==> src/rtl/winograd_pkg.sv <==
// Shared types and saturating-add helper for the winograd accumulator slice.
package winograd_pkg;

  typedef enum logic [0:0] {
    StIdle,
    StAcc
  } state_e;

  // Working width for sat_add. Callers may pass any width up to SatW-2.
  localparam int unsigned SatW = 64;

  localparam int unsigned AccSizeDef = 32;
  localparam logic signed [AccSizeDef-1:0] AccMaxPos = {1'b0, {(AccSizeDef - 1){1'b1}}};
  localparam logic signed [AccSizeDef-1:0] AccMinNeg = {1'b1, {(AccSizeDef - 1){1'b0}}};

  typedef struct packed {
    logic signed [SatW-1:0] sum;
    logic                   ovf;
  } sat_t;

  // Adds two sign-extended operands and clamps the result to a signed 'width'-bit range.
  function automatic sat_t sat_add(input logic signed [SatW-1:0] base,
                                   input logic signed [SatW-1:0] inc,
                                   input int unsigned            width);
    sat_t                   r;
    logic signed [SatW-1:0] wide;
    logic signed [SatW-1:0] max_pos;
    logic signed [SatW-1:0] min_neg;
    wide    = base + inc;
    max_pos = $signed((SatW'(1) << (width - 1)) - SatW'(1));
    min_neg = ~max_pos;
    r.ovf   = 1'b1;
    if (wide > max_pos) begin
      r.sum = max_pos;
    end else if (wide < min_neg) begin
      r.sum = min_neg;
    end else begin
      r.sum = wide;
      r.ovf = 1'b0;
    end
    return r;
  endfunction

endpackage

==> src/rtl/winograd_resolve.sv <==
// Register stage that collapses a redundant vector pair into one sum, with a last flag
// and valid/stall control.
module winograd_resolve #(
  parameter int unsigned IN_SIZE = 26
) (
  input  logic               clk_i,
  input  logic               rst_i,
  input  logic               accept_i,
  input  logic               stall_i,
  input  logic               last_i,
  input  logic [IN_SIZE-1:0] in_0_i,
  input  logic [IN_SIZE-1:0] in_1_i,
  output logic               valid_o,
  output logic               last_o,
  output logic [IN_SIZE:0]   sum_o
);

  logic             valid_q;
  logic             last_q;
  logic [IN_SIZE:0] sum_q;
  logic [IN_SIZE:0] sum_d;

  // One extra bit makes the carry-propagate add exact.
  always_comb begin
    sum_d = {in_0_i[IN_SIZE-1], in_0_i} + {in_1_i[IN_SIZE-1], in_1_i};
  end

  always_ff @(posedge clk_i) begin
    if (rst_i) begin
      valid_q <= 1'b0;
      last_q  <= 1'b0;
      sum_q   <= '0;
    end else if (!stall_i) begin
      valid_q <= accept_i;
      if (accept_i) begin
        last_q <= last_i;
        sum_q  <= sum_d;
      end
    end
  end

  assign valid_o = valid_q;
  assign last_o  = last_q;
  assign sum_o   = sum_q;

endmodule

==> src/rtl/winograd_acc.sv <==
// Resolves the dot-product array's redundant output and accumulates variable-length
// groups into a saturated result behind a valid/ready port.
module winograd_acc
  import winograd_pkg::*;
#(
  parameter int unsigned IN_SIZE  = 26,
  parameter int unsigned ACC_SIZE = 32,
  parameter int unsigned CNT_SIZE = 16
) (
  input  logic                clk_i,
  input  logic                rst_i,
  input  logic                in_valid_i,
  output logic                in_ready_o,
  input  logic                in_last_i,
  input  logic [IN_SIZE-1:0]  in_0_i,
  input  logic [IN_SIZE-1:0]  in_1_i,
  output logic                out_valid_o,
  input  logic                out_ready_i,
  output logic [ACC_SIZE-1:0] out_data_o,
  output logic                out_ovf_o,
  output logic [CNT_SIZE-1:0] out_beats_o
);

  logic             s1_valid;
  logic             s1_last;
  logic [IN_SIZE:0] s1_sum;
  logic             stall;
  logic             accept;
  logic             fire;
  logic             load;

  state_e                state_q, state_d;
  logic [ACC_SIZE-1:0]   acc_q, acc_d;
  logic                  ovf_q, ovf_d;
  logic [CNT_SIZE-1:0]   beats_q, beats_d;

  logic [ACC_SIZE-1:0]   base_acc;
  logic                  base_ovf;
  logic [CNT_SIZE-1:0]   base_beats;
  logic signed [SatW-1:0] base_w;
  logic signed [SatW-1:0] inc_w;
  sat_t                  sat_r;

  logic                  out_valid_q;
  logic [ACC_SIZE-1:0]   out_data_q;
  logic                  out_ovf_q;
  logic [CNT_SIZE-1:0]   out_beats_q;

  // Only a last beat needs the output register, so only it can stall.
  assign stall      = s1_valid && s1_last && out_valid_q && !out_ready_i;
  assign in_ready_o = !stall;
  assign accept     = in_valid_i && in_ready_o;
  assign fire       = s1_valid && !stall;

  winograd_resolve #(
    .IN_SIZE (IN_SIZE)
  ) u_resolve (
    .clk_i    (clk_i),
    .rst_i    (rst_i),
    .accept_i (accept),
    .stall_i  (stall),
    .last_i   (in_last_i),
    .in_0_i   (in_0_i),
    .in_1_i   (in_1_i),
    .valid_o  (s1_valid),
    .last_o   (s1_last),
    .sum_o    (s1_sum)
  );

  always_comb begin
    state_d    = state_q;
    acc_d      = acc_q;
    ovf_d      = ovf_q;
    beats_d    = beats_q;
    load       = 1'b0;
    base_acc   = (state_q == StIdle) ? '0 : acc_q;
    base_ovf   = (state_q == StIdle) ? 1'b0 : ovf_q;
    base_beats = (state_q == StIdle) ? '0 : beats_q;
    base_w     = {{(SatW - ACC_SIZE){base_acc[ACC_SIZE-1]}}, base_acc};
    inc_w      = {{(SatW - IN_SIZE - 1){s1_sum[IN_SIZE]}}, s1_sum};
    sat_r      = sat_add(base_w, inc_w, ACC_SIZE);
    if (fire) begin
      acc_d   = sat_r.sum[ACC_SIZE-1:0];
      ovf_d   = base_ovf | sat_r.ovf;
      beats_d = (&base_beats) ? base_beats : base_beats + CNT_SIZE'(1);
      state_d = s1_last ? StIdle : StAcc;
      load    = s1_last;
    end
  end

  always_ff @(posedge clk_i) begin
    if (rst_i) begin
      state_q <= StIdle;
      acc_q   <= '0;
      ovf_q   <= 1'b0;
      beats_q <= '0;
    end else begin
      state_q <= state_d;
      acc_q   <= acc_d;
      ovf_q   <= ovf_d;
      beats_q <= beats_d;
    end
  end

  // A fresh result takes priority over a same-cycle handshake, so nothing is dropped.
  always_ff @(posedge clk_i) begin
    if (rst_i) begin
      out_valid_q <= 1'b0;
      out_data_q  <= '0;
      out_ovf_q   <= 1'b0;
      out_beats_q <= '0;
    end else if (load) begin
      out_valid_q <= 1'b1;
      out_data_q  <= acc_d;
      out_ovf_q   <= ovf_d;
      out_beats_q <= beats_d;
    end else if (out_ready_i) begin
      out_valid_q <= 1'b0;
    end
  end

  assign out_valid_o = out_valid_q;
  assign out_data_o  = out_data_q;
  assign out_ovf_o   = out_ovf_q;
  assign out_beats_o = out_beats_q;

endmodule

==> config.mk <==
export PLATFORM = sky130hd
export DESIGN_NAME = winograd_acc
export DESIGN_NICKNAME = d
export VERILOG_FILES = /design/src/rtl/winograd_pkg.sv /design/src/rtl/winograd_resolve.sv /design/src/rtl/winograd_acc.sv
export SDC_FILE = /design/constraint.sdc
export NUM_CORES = 1
export LEC_CHECK = 0
export BUFFER_PORTS_ARGS = -buffer_cell sky130_fd_sc_hd__buf_2
export CAP_MARGIN = 20
export CORE_MARGIN = 2
export CORE_UTILIZATION = 55
export CTS_CLUSTER_DIAMETER = 100
export CTS_CLUSTER_SIZE = 10
export DETAILED_ROUTE_END_ITERATION = 8
export GPL_ROUTABILITY_DRIVEN = 0
export GPL_TIMING_DRIVEN = 0
export PLACE_DENSITY = 0.8
export SYNTH_ARGS = -nofsm -noshare
export SYNTH_HDL_FRONTEND = slang
export SYNTH_HIERARCHICAL = 1
export SYNTH_SLANG_ARGS = --single-unit
==> constraint.sdc <==
create_clock -name clk_i -period 4.8 [get_ports clk_i]
set_input_delay 0.48 -clock clk_i [delete_from_list [all_inputs] [get_ports clk_i]]
set_output_delay 0.48 -clock clk_i [all_outputs]
set_load 0.05 [all_outputs]
==> results by group, run 1 <==
Worst setup path
  – Max FO, Critical Path: 10
  – Buf/Inv on CP: 4
  – Launch point of the worst reg-to-reg path: state_q
  – Setup CP Type: reg -> reg
  – Top Family by Delay on Critical Path: compound AO/OA/AOI/OAI gates
  – Startpoint types: register
  – Reg2reg end: acc_q[1]
  – Crit. End Element: register
  – FF-to-FF setup slack: 370 ps
  – Worst Path Required: 5120 ps
  – Worst path slowest cell: a221oi_1
  – Slowest stage delay, CP: 450 ps
  – CP cell instances: clkbuf_1, clkbuf_2, clkbuf_1, and2_1, ha_1, a21oi_1, o21ai_0, a221oi_1, nor3_1, o31a_1, o21ai_2, buf_2, o21ai_0, o31ai_1
  – Critical path data arrival time: 4740 ps
  – FF-to-FF path depth: 14

Clocking
  – Total setup buffers inserted after CTS: 0
  – Clk buf depth: 2
  – Worst skew pair latency: 440 ps
  – TritonCTS clock tree: done
  – CTS buffer count: 17
  – H-tree Lvls: 4
  – Reg clk slew, reported paths: 70 ps
  – TritonCTS Sinks: 129
  – Root Driver: clkbuf_16

Timing
  – RSZ-0062 raised after global routing: false
  – Tmin final: 4430 ps
  – Slew Viols, Final: 0
  – Final Cycle Share: 92.2%
  – Final setup viols: 0
  – Actual slew at the worst max-slew pin: 764 ps
  – Worst setup margin: 375 ps
  – Setup TNS: 0 ps
  – Final hold violation count: 0
  – Fmax: 0.226 GHz
  – WHS: 330 ps
  – Clk_skew: 11.2 ps
  – Slew margin rel.: 48.9%

Power and ir drop
  – Peak supply drop: 0.242 mV
  – Combinational Power Share: 19.8%
  – Internal power: 2.19 mW
  – Sw Share: 31.1%
  – Tot Pwr: 3.18 mW
  – Clock share of power: 43.5%
  – Seq pwr share: 36.7%
  – Leak Pwr: 4.17 nW
  – Power per cell area: 323 mW/mm^2
  – Switching Power: 987 uW

Drt
  – DRT Pass-1 Iters: 7
  – Drt drc: 0
  – Vias post-DR: 8407
  – Final wirelength: 23.4 mm
  – Vias/cell: 6.10
  – Avg WL per Cell: 17.0 um
  – Final ANT Viol Nets: 0
  – DRT iter0 DRCs: 737

Synth
  – Syn Std Cell Area: 0.00843 mm^2
  – Top_reg_cell synth: dfxtp_1
  – Seq/Total Area, Yosys: 30.6%
  – Post-synth EDFFs: 0
  – Count of cell types in the netlist: 81
  – Number of synthesized register bits: 129
  – Top-area cell type share of the netlist area: 30.6%
  – Yosys top cell by area: dfxtp_1
  – Avg Cell Area, Syn: 8.02 um^2
  – Ys async rst share: 0%
  – Synth warn: 6
  – Syn Inst Count: 1051
  – Synth top area cells: dfxtp_1, ha_1, nor2_1, a211oi_1, nand2_1
  – Syn_nets: 1169

Finish
  – Final Cell Area: 0.00984 mm^2
  – P&R area growth vs syn: 16.7%
  – Share of layout cells above drive strength 1: 15.9%
  – Diodes inserted: 0
  – Net count, final: 1295
  – Fin cells: 1378
  – Post-Route Utilization: 65.2%

Worst hold path
  – Worst Hold Launch: in_last_i
  – Min-Delay Path Class: in -> reg
  – Hold EP: u_resolve/last_o
  – Hold depth: 3

Job
  – Max_cap viols: 0

GRT
  – Total congestion overflow: 0
  – Antenna violations before repair: 0
  – GRT Total Usage: 29.0%
  – Global-route wire length before repair: 38.3 mm
  – Largest net degree at the start of global routing: 17
  – Vias in the first global route: 7701

Die
  – Die H: 128 um
  – Ports: 108
  – Core footprint: 0.0151 mm^2
  – Die Area: 0.0163 mm^2
  – Core Rows: 45
  – Die X: 128 um
  – Initial core utilization: 55.9%

Placement
  – I/O Buffers: 107
  – DP HPWL: 17.5 mm
  – Placed cell area: 0.00920 mm^2
  – Setup slack at placement: 267 ps
  – Placed Cells: 1346

Run status
  – Status: finished, final reports clean
timing repair:
action                                  in CTS  in global routing
endpoints found under the setup margin       0                 33
hold buffers                                 0                  0
gates resized for setup                      0                  5
flip-flops by register name, indices dropped and copies added, names as in the netlist:
register,count
acc_q,32
out_data_o,32
u_resolve/sum_o,27
beats_q,16
out_beats_o,16
out_ovf_o,1
out_valid_o,1
ovf_q,1
state_q,1
u_resolve/last_o,1
u_resolve/valid_o,1
how the worst max path moves through the flow:
| stage | start | end | slack [ps] | cells after the start |
|---|---|---|---|---|
| 2_1_floorplan | state_q | acc_q[19] | 1270 | 16 |
| 3_3_place_gp | state_q | acc_q[25] | 300 | 17 |
| 3_5_place_dp | state_q | acc_q[19] | 270 | 16 |
| 4_1_cts | state_q | acc_q[20] | 170 | 16 |
| 5_1_grt | state_q | out_data_o[24] | 50 | 15 |
| 6_report | state_q | acc_q[1] | 370 | 14 |
cell usage after synthesis (4+ instances only):
library cell and instances:
a211o_1 5, a211oi_1 57, a211oi_2 10, a21boi_0 4, a21o_1 21, a21oi_1 76, a31oi_1 12, a32o_1 5
and2_1 41, and3_1 9, and4_1 4, buf_2 9, clkbuf_1 45, dfxtp_1 129, ha_1 59, inv_1 20
mux2i_1 4, nand2_1 110, nand2b_1 7, nand3_1 29, nand3b_1 9, nand4_1 20, nor2_1 121, nor2b_1 7
nor3_1 18, o211ai_1 8, o21a_1 17, o21ai_0 37, o21ai_1 8, o21bai_1 4, o22a_1 9, o31ai_1 9
or3_1 9, or4_1 7, xnor2_1 31, xor2_1 17
worst min-delay path: cells and delay by family:
kind	cells	cell delay, ps
AOI/OAI and AO/OA	1	60
buffers and inverters	1	100
and+or+nand+nor	1	60
cells in the final DEF (no fill, tap or decap), types with 17 or more instances in the layout:
cell,instances
o21a_1,17
inv_1,20
nor2_1,121
xnor2_1,31
nand3_1,29
and2_1,41
nand2_1,110
dfxtp_1,129
a21oi_1,76
xor2_1,17
clkbuf_16,17
nand4_1,20
o21ai_0,37
ha_1,59
a211oi_1,57
buf_2,116
clkbuf_1,43
nor3_1,18
a21o_1,21
final cells by class:
class / count / area [um^2]
timing repair buffer: 107 / 536
multi-input combinational: 844 / 5530
buffer: 58 / 254
fill: 1306 / 5250
sequential: 129 / 2580
tap: 188 / 235
clock buffer: 17 / 425
clock inverter: 15 / 199
inverter: 20 / 75.1
cell families (layout without fill, tap and decap cells):
group	Yosys count	in the layout	share of synthesized area [%]
adders and majority gates	61	61	9.23
and+or+nand+nor	410	410	23.7
xor gates and xnor gates	48	48	4.99
AOI/OAI and AO/OA	321	321	27.1
buffers and inverters	78	217	3.87
DFF	129	129	30.6
muxes	4	4	0.475
power by group through the flow:
stage / Combinational, mW / Sequential (mW) / Clock [mW]
floorplan: 0.423 / 1.22 / 0
global placement: 0.600 / 1.19 / 0
detailed placement: 0.610 / 1.19 / 0
CTS: 0.617 / 1.17 / 1.38
global route: 0.691 / 1.17 / 1.43
finish: 0.627 / 1.17 / 1.38
routing by layer:
layer  up-vias  track usage [%]  routed length (um)  share of wire, %
met5         -                0                   0                 0
met4         0             9.18                 427               1.8
met3        39             5.01                1720               7.3
met2       348             48.9               11100                47
met1      3919             38.0               10200                43
li1       4101                -                   -                 -
Power figures use the tool's default switching activity.
==> run 2, diff against run 1 <==
==> constraint.sdc (replaced) <==
create_clock -name clk_i -period 4.8 [get_ports clk_i]
set_input_delay 0 -clock clk_i [delete_from_list [all_inputs] [get_ports clk_i]]
set_output_delay 0 -clock clk_i [all_outputs]
set_load 0.05 [all_outputs]
==> run 2 against run 1 <==
  * Final cell count increased by 0.36%
  * Global-route usage increased by 0.13 points
  * Via count increased by 0.54%
  * Final area increased by 0.51%
  * Clock-buffer cell count unchanged
  * Combinational power increased by 0.8%
  * Utilization increased by 0.33 points
  * Fmax increased by 0.84%
  * Largest cell class unchanged
==> results by group, run 2 (synthesized netlist as in run 1, its figures left out) <==
Finish
  – P&R area growth vs syn: 17.3%
  – Share of layout cells above drive strength 1: 15.8% (-0.066 points)
  – Final Cell Area: 0.00989 mm^2 (+0.51%)
  – Net count, final: 1300 (+0.39%)
  – Diodes inserted: 0 (unchanged)
  – Most frequent cells in the layout: dfxtp_1, nor2_1, buf_2
  – Most common cell after layout, fill and taps aside: dfxtp_1

Worst setup path
  – Slowest stage delay, CP: 450 ps (about the same)
  – Startpoint types: register
  – Launch point of the worst reg-to-reg path: state_q
  – Most numerous cell on the critical path: clkbuf_1
  – Worst path slowest cell: a2111oi_0
  – Crit. End Element: register
  – Top Family by Delay on Critical Path: compound AO/OA/AOI/OAI gates
  – Max FO, Critical Path: 10 (unchanged)
  – Buf/Inv on CP: 5 (+1)
  – Setup CP Type: reg -> reg
  – Critical path data arrival time: 4710 ps (-30 ps)
  – Crit path launch: state_q
  – CP cell instances: clkbuf_1, clkbuf_2, clkbuf_1, and2_1, ha_1, clkbuf_1, nand4_1, a2111oi_0, o21a_1, o211a_1, o32ai_2, nor3_2, buf_4, o21ai_0, o31ai_1
  – Worst Path Required: 5120 ps (about the same)

Timing
  – Final hold violation count: 0 (unchanged)
  – RSZ-0062 raised after global routing: false
  – Slew Viols, Final: 0 (unchanged)
  – Slew margin rel.: 48.4% (-0.48 points)
  – Fmax: 0.228 GHz (+0.84%)
  – Tmin final: 4390 ps (-36.7 ps)
  – Setup TNS: 0 ps (unchanged)
  – Final setup viols: 0 (unchanged)
  – Clk_skew: 12.5 ps (+1.31 ps)
  – Actual slew at the worst max-slew pin: 771 ps (+7.14 ps)
  – Final Cycle Share: 91.4% (-0.76 points)

Power and ir drop
  – Peak supply drop: 0.244 mV (+0.89%)
  – Power per cell area: 322 mW/mm^2 (-0.24%)
  – Leak Pwr: 4.19 nW (+0.50%)

Die
  – Core footprint: 0.0151 mm^2 (unchanged)
  – Core Rows: 45 (unchanged)
  – Ports: 108 (unchanged)
  – Initial core utilization: 55.9% (unchanged)
  – Die X: 128 um (unchanged)
  – Die Area: 0.0163 mm^2 (unchanged)
  – Die H: 128 um (unchanged)

Drt
  – Avg WL per Cell: 17.0 um (+0.21%)
  – Vias post-DR: 8452 (+0.54%)
  – DRT Pass-1 Iters: 5 (-2)
  – Vias/cell: 6.11 (+0.17%)
  – DRT iter0 DRCs: 648 (-12%)
  – Final ANT Viol Nets: 0 (unchanged)
  – Drt drc: 0 (unchanged)
  – Final wirelength: 23.6 mm (+0.57%)

GRT
  – GRT Total Usage: 29.1% (+0.13 points)
  – Met2 global-route usage: 49.4% (+0.47 points)
  – Total congestion overflow: 0 (unchanged)
  – Antenna violations before repair: 0 (unchanged)
  – Vias in the first global route: 7731 (+0.39%)
  – Global route hottest layer: met2
  – Met3 Track Usage GR: 5.01% (unchanged)
  – Global-route wire length before repair: 38.4 mm (+0.38%)
  – GR Util met1: 38.0% (unchanged)
  – Largest net degree at the start of global routing: 17 (unchanged)

Clocking
  – Reg clk slew, reported paths: 70 ps (about the same)
  – H-tree Lvls: 4 (unchanged)
  – Root Driver: clkbuf_16
  – CTS buffer count: 17 (unchanged)
  – TritonCTS clock tree: done
  – TritonCTS Sinks: 129 (unchanged)
  – Clk buf depth: 2 (unchanged)
  – Worst skew pair latency: 440 ps (about the same)

Run status
  – Status: finished, final reports clean

Job
  – Max_cap viols: 0 (unchanged)

Worst hold path
  – Worst Hold Launch: in_1_i[24]
  – Min-Delay Path Class: in -> reg

Placement
  – DP HPWL: 17.5 mm (unchanged)
  – Placed cell area: 0.00920 mm^2 (unchanged)
  – I/O Buffers: 107 (unchanged)
-- run 2: changes by cell type in the layout (fill, tap and decap cells not counted) --
cell / previous run / this run
dlygate4sd3_1: 0 / 5
-- run 2: worst paths after layout --
check | depth (start not counted) | slack (ps) | to
hold reg to reg | 2 | 460 | u_resolve/sum_o[19]
hold / removal | 4 | 40 | u_resolve/sum_o[26]
setup reg to reg | 15 | 410 | acc_q[1]
setup / recovery | 15 | 410 | acc_q[1]
-- run 2: metal layers --
metal	part of all wire (%)	vias to the layer above	wire [um]
met4	1.8	0	424
met1	44	3975	10400
li1	-	4110	-
met5	0	-	0
met3	6.8	43	1590
met2	47	324	11200
-- run 2: stage by stage --
| step | setup slack, ps | utilization, % | hold WS (ps) | instances | power (mW) |
|---|---|---|---|---|---|
| after floorplan | 1270 | - | 136 | 1051 | 1.64 |
| after global placement | 296 | 61.0 | 290 | 1346 | 1.79 |
| after detailed placement | 267 | 61.0 | 292 | 1346 | 1.80 |
| after CTS | 165 | 65.5 | 32.6 | 1383 | 3.17 |
| after global routing | 51.2 | 65.5 | 60.1 | 1383 | 3.30 |
| final | 411 | 65.5 | 38.9 | 1383 | 3.18 |
-- run 2: final cells by class --
class / instances / area (um^2)
Buffer: 58 / 254
Clock inverter: 15 / 199
Fill cell: 1300 / 5200
Inverter: 20 / 75.1
Timing Repair Buffer: 112 / 586
Multi-Input combinational cell: 844 / 5530
Sequential cell: 129 / 2580
Tap cell: 188 / 235
Clock buffer: 17 / 425
-- run 2: worst min-delay path, cell delays in order --
cell	delay [ps]
buf_2	80
ha_1	160
or4_1	110
o32ai_1	80
-- run 2: report_power, final --
part | total, mW | internal, mW | switching, mW
combinational | 0.632 | 0.231 | 0.402
sequential | 1.17 | 1.13 | 0.0386
clock | 1.38 | 0.833 | 0.552
total | 3.18 | 2.19 | 0.992
-- run 2: repair_timing --
action,in CTS,in global routing
setup endpoints to repair,0,33
setup buffers,0,0
hold endpoints to repair,4,0
resized for setup,0,5
hold buffers,5,0
